$ cat config.mk
export PLATFORM = sky130hd
export DESIGN_NAME = fetch_sequencer
export DESIGN_NICKNAME = d
export VERILOG_FILES = /design/src/rtl/fetch_sequencer.sv
export SDC_FILE = /design/constraint.sdc
export NUM_CORES = 1
export LEC_CHECK = 0
export ABC_AREA = 1
export BUFFER_PORTS_ARGS = -buffer_cell sky130_fd_sc_hd__buf_2
export CAP_MARGIN = 20
export CORE_MARGIN = 8
export CORE_UTILIZATION = 42
export CTS_CLUSTER_SIZE = 25
export DETAILED_ROUTE_END_ITERATION = 12
export PLACE_DENSITY_LB_ADDON = 0.15
export SLEW_MARGIN = 40
export SYNTH_ARGS = -nofsm -noshare
export SYNTH_HDL_FRONTEND = slang
export SYNTH_SLANG_ARGS = --single-unit
$ cat constraint.sdc
create_clock -name clk -period 1.6 [get_ports clk]
set_clock_uncertainty 0.05 [all_clocks]
set_input_delay 0.32 -clock clk [delete_from_list [all_inputs] [get_ports clk]]
set_output_delay 0.32 -clock clk [all_outputs]
set_load 0.005 [all_outputs]
$ cat src/rtl/fetch_sequencer.sv
//=============================================================================
// fetch_sequencer : arbitrates boot, branch redirect, hazard stall and
//                   interrupt entry into one fetch-stage PC update per cycle.
// Optional feature macro: FETCH_SEQ_STALL_CNT_EN (stall cycle counter).
// Revision: 1.0 - initial release
//=============================================================================
`default_nettype none

module fetch_sequencer #(
   parameter int unsigned          PC_WIDTH        = 32,
   parameter logic [PC_WIDTH-1:0]  RESET_PC        = PC_WIDTH'(32),
   parameter logic [PC_WIDTH-1:0]  INT_VECTOR_BASE = '0,
   parameter int unsigned          NUM_INT         = 4,
   parameter int unsigned          DRAIN_CYCLES    = 2
) (
   input  logic                clk,
   input  logic                reset,
   input  logic                stall_req,
   input  logic                branch_req,
   input  logic [PC_WIDTH-1:0] branch_target,
   input  logic [PC_WIDTH-1:0] pc_plus_one_in,
   input  logic [NUM_INT-1:0]  int_req,
   input  logic                int_done,
   output logic                pc_enable,
   output logic                pc_write,
   output logic [PC_WIDTH-1:0] pc_write_back_value,
   output logic                clear_instruction,
   output logic [PC_WIDTH-1:0] saved_pc,
   output logic [NUM_INT-1:0]  int_ack,
   output logic                int_active,
   output logic [15:0]         stall_cycles
);

   localparam int unsigned IDX_W = (NUM_INT > 1) ? $clog2(NUM_INT) : 1;
   localparam int unsigned CNT_W = (DRAIN_CYCLES > 1) ? $clog2(DRAIN_CYCLES) : 1;
   localparam logic [CNT_W-1:0] C_DRAIN_LOAD = CNT_W'(DRAIN_CYCLES - 1);

   typedef enum logic [1:0] {
      S_BOOT   = 2'd0,
      S_RUN    = 2'd1,
      S_DRAIN  = 2'd2,
      S_VECTOR = 2'd3
   } state_t;

   state_t              state_q, state_d;
   logic [CNT_W-1:0]    cnt_q, cnt_d;
   logic [IDX_W-1:0]    idx_q, idx_d;
   logic [PC_WIDTH-1:0] saved_q, saved_d;
   logic                active_q, active_d;

   logic [IDX_W-1:0]    w_low_idx;
   logic                w_take_int;
   logic [PC_WIDTH-1:0] w_vec_addr;
   logic                w_pe, w_pw, w_clr;
   logic [PC_WIDTH-1:0] w_val;
   logic [NUM_INT-1:0]  w_ack;

   // Descending scan so the lowest set request is the one left standing.
   always_comb begin
      w_low_idx = '0;
      for (int i = NUM_INT - 1; i >= 0; i--) begin
         if (int_req[i]) begin
            w_low_idx = IDX_W'(i);
         end
      end
   end

   assign w_take_int = (|int_req) & ~active_q & ~stall_req;
   assign w_vec_addr = INT_VECTOR_BASE + PC_WIDTH'(idx_q);

   always_ff @(posedge clk or negedge reset) begin
      if (!reset) begin
         state_q  <= S_BOOT;
         cnt_q    <= '0;
         idx_q    <= '0;
         saved_q  <= '0;
         active_q <= 1'b0;
      end else begin
         state_q  <= state_d;
         cnt_q    <= cnt_d;
         idx_q    <= idx_d;
         saved_q  <= saved_d;
         active_q <= active_d;
      end
   end

   always_comb begin
      state_d  = state_q;
      cnt_d    = cnt_q;
      idx_d    = idx_q;
      saved_d  = saved_q;
      active_d = active_q;
      w_pe     = 1'b1;
      w_pw     = 1'b0;
      w_val    = pc_plus_one_in;
      w_clr    = 1'b0;
      w_ack    = '0;

      if (int_done && active_q) begin
         active_d = 1'b0;
      end

      case (state_q)
         S_BOOT: begin
            w_pw    = 1'b1;
            w_val   = RESET_PC;
            w_clr   = 1'b1;
            state_d = S_RUN;
         end
         S_RUN: begin
            if (w_take_int) begin
               // A redirect in the same cycle is where execution must resume.
               w_clr   = 1'b1;
               idx_d   = w_low_idx;
               saved_d = branch_req ? branch_target : pc_plus_one_in;
               cnt_d   = C_DRAIN_LOAD;
               state_d = S_DRAIN;
            end else if (branch_req) begin
               w_pw  = 1'b1;
               w_val = branch_target;
               w_clr = 1'b1;
            end else if (!stall_req) begin
               w_pw  = 1'b1;
            end
         end
         S_DRAIN: begin
            w_clr = 1'b1;
            if (branch_req) begin
               saved_d = branch_target;
            end
            if (!stall_req) begin
               if (cnt_q == '0) begin
                  state_d = S_VECTOR;
               end else begin
                  cnt_d = cnt_q - 1'b1;
               end
            end
         end
         S_VECTOR: begin
            w_pw     = 1'b1;
            w_val    = w_vec_addr;
            w_clr    = 1'b1;
            w_ack    = NUM_INT'(1) << idx_q;
            active_d = 1'b1;
            state_d  = S_RUN;
         end
         default: begin
            state_d = S_BOOT;
         end
      endcase
   end

   // Reset overrides the state-derived outputs combinationally.
   assign pc_enable           = reset & w_pe;
   assign pc_write            = reset & w_pw;
   assign pc_write_back_value = reset ? w_val : RESET_PC;
   assign clear_instruction   = ~reset | w_clr;
   assign int_ack             = reset ? w_ack : '0;
   assign saved_pc            = saved_q;
   assign int_active          = active_q;

`ifdef FETCH_SEQ_STALL_CNT_EN
   logic [15:0] stall_cnt_q;
   logic        w_stall_inc;

   assign w_stall_inc = (state_q == S_RUN) & stall_req & ~branch_req & ~w_take_int;

   always_ff @(posedge clk or negedge reset) begin
      if (!reset) begin
         stall_cnt_q <= '0;
      end else if (w_stall_inc && (stall_cnt_q != 16'hFFFF)) begin
         stall_cnt_q <= stall_cnt_q + 16'd1;
      end
   end

   assign stall_cycles = stall_cnt_q;
`else
   assign stall_cycles = '0;
`endif

endmodule

`default_nettype wire

Yosys cells after proc, flatten, opt, wreduce, memory -nomap -nowiden
Cells that the tools add are included.
{ "op_classes": {"add_sub_neg": 1, "eq_ne": 7, "shift": 1, "muxes": 30, "bitwise": 7, "n_reduce_logical": 11} }
{ "op_table": {"columns": ["operator", "count"], "rows": [
  ["two-way mux 32 bit", 5],
  ["case mux 32 bit (3 select lines)", 1],
  ["case mux 32 bit (2 select lines)", 1],
  ["two-way mux 2 bit", 7],
  ["two-way mux 1 bit", 10],
  ["AND reduction 3 bit", 3],
  ["two-way mux 4 bit", 2],
  ["!= test 2 bit, second input constant", 4],
  ["case mux 1 bit (2 select lines)", 3],
  ["case mux 2 bit (3 select lines)", 1],
  ["== test 2 bit, second input constant", 2],
  ["nonzero test 2 bit", 2],
  ["OR reduction 4 bit", 1],
  ["left shift 1 x 2 -> 4 bit, first input constant", 1],
  ["AND 1 bit", 3],
  ["inverter 1 bit", 3],
  ["OR reduction 3 bit", 1],
  ["== test 2 x 1 -> 1 bit, second input constant", 1],
  ["logical NOT 2 bit", 1],
  ["AND reduction 2 bit", 1],
  ["OR reduction 2 bit", 1],
  ["logical AND 1 bit", 1],
  ["OR 1 bit", 1],
  ["subtractor 1 bit, second input constant", 1]
]} }
{ "word_totals": {"register_bits": 38, "inputBits": 73, "out_inout_bits": 88, "word_cells": 62} }

Depth between registers and ports, before layout
{ "depth": {"word_depth": 6, "depth_mapped": 9, "mapped_depth_nobuf": 8} }

Worst setup path after synthesis
No wires, ideal clock.
{ "synth_path": {"path_kind": "reg2out", "start": "register state_q[1]", "end": "output pc_write_back_value[10]", "arrival_ps": 1401, "required_time_ps": 1230, "slack_ps": -171, "path_stages_with_launch": 9, "path_buffers": 2, "cell_sequence": "dfrtp_1 > inv_1 > ha_1 > buf_2 > nand3_1 > nand2_2 > buf_4 > nand2_1 > a21oi_1"} }
{ "synth_via": {"elab_chain_len": 3, "word_cells_on_any_way": 5, "classes_between": "eq/ne (2); mux (2); reduce/logical (1)"} }
{ "synth_lines": {"columns": ["element", "line_no", "rtl"], "rows": [
  ["start, declared", "45", "state_t state_q, state_d;"],
  ["start signal, assigned", "79", "state_q <= state_d;"],
  ["== test 2 bit (tied with other cells)", "103", "case (state_q)"],
  ["case mux 32 bit (3 select lines) (*)", "103", null],
  ["two-way mux 32 bit (*)", "156", "assign pc_write_back_value = reset ? w_val : RESET_PC;"],
  ["end, declared", "26", "output logic [PC_WIDTH-1:0] pc_write_back_value,"]
]} }
Mark *: on every way between the ends. The rest lies on a longest branch, timed or not.

Final worst setup path
{ "layout_path": {"start": "register state_q[0]", "end": "output pc_write_back_value[14]"} }
The elaborated chain is that of the path after synthesis.

==> flow_metrics.tcl <==
set metrics [dict create \
    place_area_um2 4483 \
    fin_nets 807 \
    synth_ff_type "dfrtp_1" \
    dp_hpwl_um 8790 \
    rsz0062_at_grt "yes" \
    ir_worst_vdd_v 0.001160 \
    die_area_um2 10850 \
    yosys_warnings 0 \
    die_h_um 104.2 \
    port_buffers 144 \
    grt_max_degree 39 \
    drc_errors 0 \
    power_frac_clock_pct 7.4 \
    power.total_mw 11.26 \
    yosysUniqueCellTypes 30 \
    core_area_um2 7647 \
    crit_path_top_delay_cell "dfrtp_2" \
    htreeDepth 2 \
    synthCells 535 \
    cellLeakagePower_nw 2.861 \
    drv_slew 0 \
    endpoint_kind "output port" \
    grt_pass1_wl_um 21070 \
    antenna_cells 0 \
    setup_viol 73 \
    clkSlewWorstSetupHoldPaths_ns 0.09 \
    p_int_mw 6.159 \
    hold_class "input pin to async pin" \
    synth_most_common_cell "nand2_1" \
    drtIter0Drc 227 \
    routabilityCongestion 0.8801 \
    ys_seq_elements 38 \
    start_util_pct 42.70 \
    slowest_delay_ns 0.43 \
    max_freq_ghz 0.4712 \
    r2r-start "state_q[0]" \
    first_pass_iters 4 \
    drv_cap 0 \
    via_per_inst 5.233 \
    final_cells 832 \
    powerDensity_nw_per_um2 2014 \
    status "finished, violations left" \
    dp_cells 789 \
    hold_violations 0 \
    drive_gt1_share_pct 48.77 \
    netlist.area_leader.share_pct 29.12 \
    wirelength_um 13770 \
    crit_path_start_kind "flop" \
    crit_fanout 8 \
    pre_cts_ws_ns -0.1696 \
    rows 32 \
    multi_input_area_um2 2474 \
    synth.avg_cell_area_um2 6.104 \
    max_slew_margin_pct 61.48 \
    cts-root-buf "clkbuf_8" \
    crit_chain "buf_6 -> ha_4 -> nand3_4 -> nand2_8 -> clkbuf_16 -> nand2_1 -> a21oi_2 -> buf_2" \
    synthTopCellsByCount "nand2_1 (174), nand3_1 (63), o21ai_0 (49)" \
    synth_edf_count 0 \
    synthArstFlopShare_pct 100.0 \
    pwr-share-comb_pct 76.1 \
    period_share_pct 132.6 \
    wl_per_cell_um 16.55 \
    num_io_pins 161 \
    synth_area_leaders "dfrtp_1 (29%), nand2_1 (20%), nand3_1 (9.7%)" \
    cts_sinks 38 \
    overflow 0 \
    register_area_um2 953.4 \
    antenna_found_initial 0 \
    synth_area_um2 3266 \
    synth_top_area_cell "dfrtp_1" \
    setup_ws_ns -0.5223 \
    via_count 4354 \
    p_seq_share_pct 16.5 \
    net-switching-power_mw 5.100 \
    critPathLaunch "state_q[0]" \
    cts.path.max_buffers 2 \
    cp.required_ns 1.23 \
    syn2layout_area_growth_pct 71.23 \
    worst_pin_slew_ns 0.5759 \
    n_fill_cell 631 \
    fin_area_um2 5592 \
    grt_pass1_vias 4401 \
    criticalPathCategory "flop to output port" \
    arrival_ns 1.75 \
    failed_checks "negative setup slack" \
    switching_share_pct 45.30 \
    grt_usage_pct 23.17 \
    die-width_um 104.2 \
    period_needed_ns 2.122 \
    yosysSeqAreaShare_pct 29.12 \
    cts_tree "yes" \
    clock_latency_ns 0.30 \
    cts_buffers 5 \
    ant_nets 0 \
]
[path summary, 6_finish.rpt]
check	slack (ns)	depth (start not counted)	end
max in group asynchronous	0.45	3	saved_pc[4]
worst max register to register	-0.38	12	saved_pc[4]
min in group clk	0.15	2	int_active
worst min register to register	0.42	2	saved_pc[22]
worst min-delay path	0.14	3	cnt_q
worst max-delay path	-0.52	8	pc_write_back_value[14]
[cell type report]
type | instances | share of cell area, %
flip-flops and latches | 38 | 17.05
clock buffers | 7 | 1.365
multi-input cells | 417 | 44.24
inverters | 40 | 2.864
clock inverters | 1 | 0.5370
repair buffers | 227 | 31.66
well taps | 102 | 2.282
[worst max-delay path, delay by kind of cell, from the launching register on]
kind                       cells  cell delay (ns)
AOI/OAI and AO/OA              1             0.10
DFF                            1             0.43
buffers and inverters          3             0.43
and+or+nand+nor                3             0.32
adders and majority gates      1             0.17
[state kept, by name, summed over array words and instances, names as in the netlist]
name        cells
int_active      1
cnt_q           1
idx_q           2
saved_pc       32
state_q         2
[cell families after synthesis]
family | Yosys count | share of synthesized area (%)
adder cells (fa/ha/maj) | 5 | 1.916
other | 1 | 0.1148
flip-flops | 38 | 29.12
AO/OA/AOI/OAI | 99 | 15.79
buffers and inverters | 95 | 15.33
AND/OR/NAND/NOR | 297 | 37.74
[power by group through the flow]
stage | Clock, mW | Sequential [mW] | Combinational, mW
floorplan | 0 | 1.79 | 3.42
global placement | 0 | 1.78 | 5.43
detailed placement | 0 | 1.79 | 5.47
CTS | 0.829 | 1.78 | 6.83
global route | 0.890 | 1.91 | 9.21
finish | 0.839 | 1.85 | 8.57
[cells in the final DEF, fill, tap and decap left out, types with 14 or more instances in the layout]
master	instances
a21oi_2	31
conb_1	16
dfrtp_1	36
nand3_1	41
nand2_1	137
nand2_2	29
buf_12	14
o21ai_0	44
nor2_1	36
inv_1	34
buf_2	144
buf_4	43
o21ai_1	15
nand3_2	19
[metrics by stage]
step | hold WS, ns | setup TNS, ns | util (%)
floorplan | -0.02559 | -0.2601 | -
global placement | 0.2448 | -7.031 | 58.62
detailed placement | 0.2483 | -8.237 | 58.62
CTS | 0.1608 | -22.33 | 66.20
global route | 0.1492 | -31.74 | 73.12
finish | 0.1388 | -27.80 | 73.12
[what timing repair did]
action,in CTS,in global routing
setup buffers,16,14
gates cloned,6,6
endpoints found under the hold margin,12,0
pin swaps,14,29
hold buffers,1,0
endpoints found under the setup margin,71,74
resized for setup,45,97
[per-layer routing]
metal | vias up | track usage (%) | wire length, um | part of all wire, %
met1 | 2042 | 25.40 | 5284 | 38
li1 | 2092 | - | - | -
met4 | 0 | 9.824 | 373 | 2.7
met3 | 36 | 6.010 | 1019 | 7.4
met5 | - | 0 | 0 | 0
met2 | 184 | 41.25 | 7091 | 52
(Power assumes the default switching activity.)
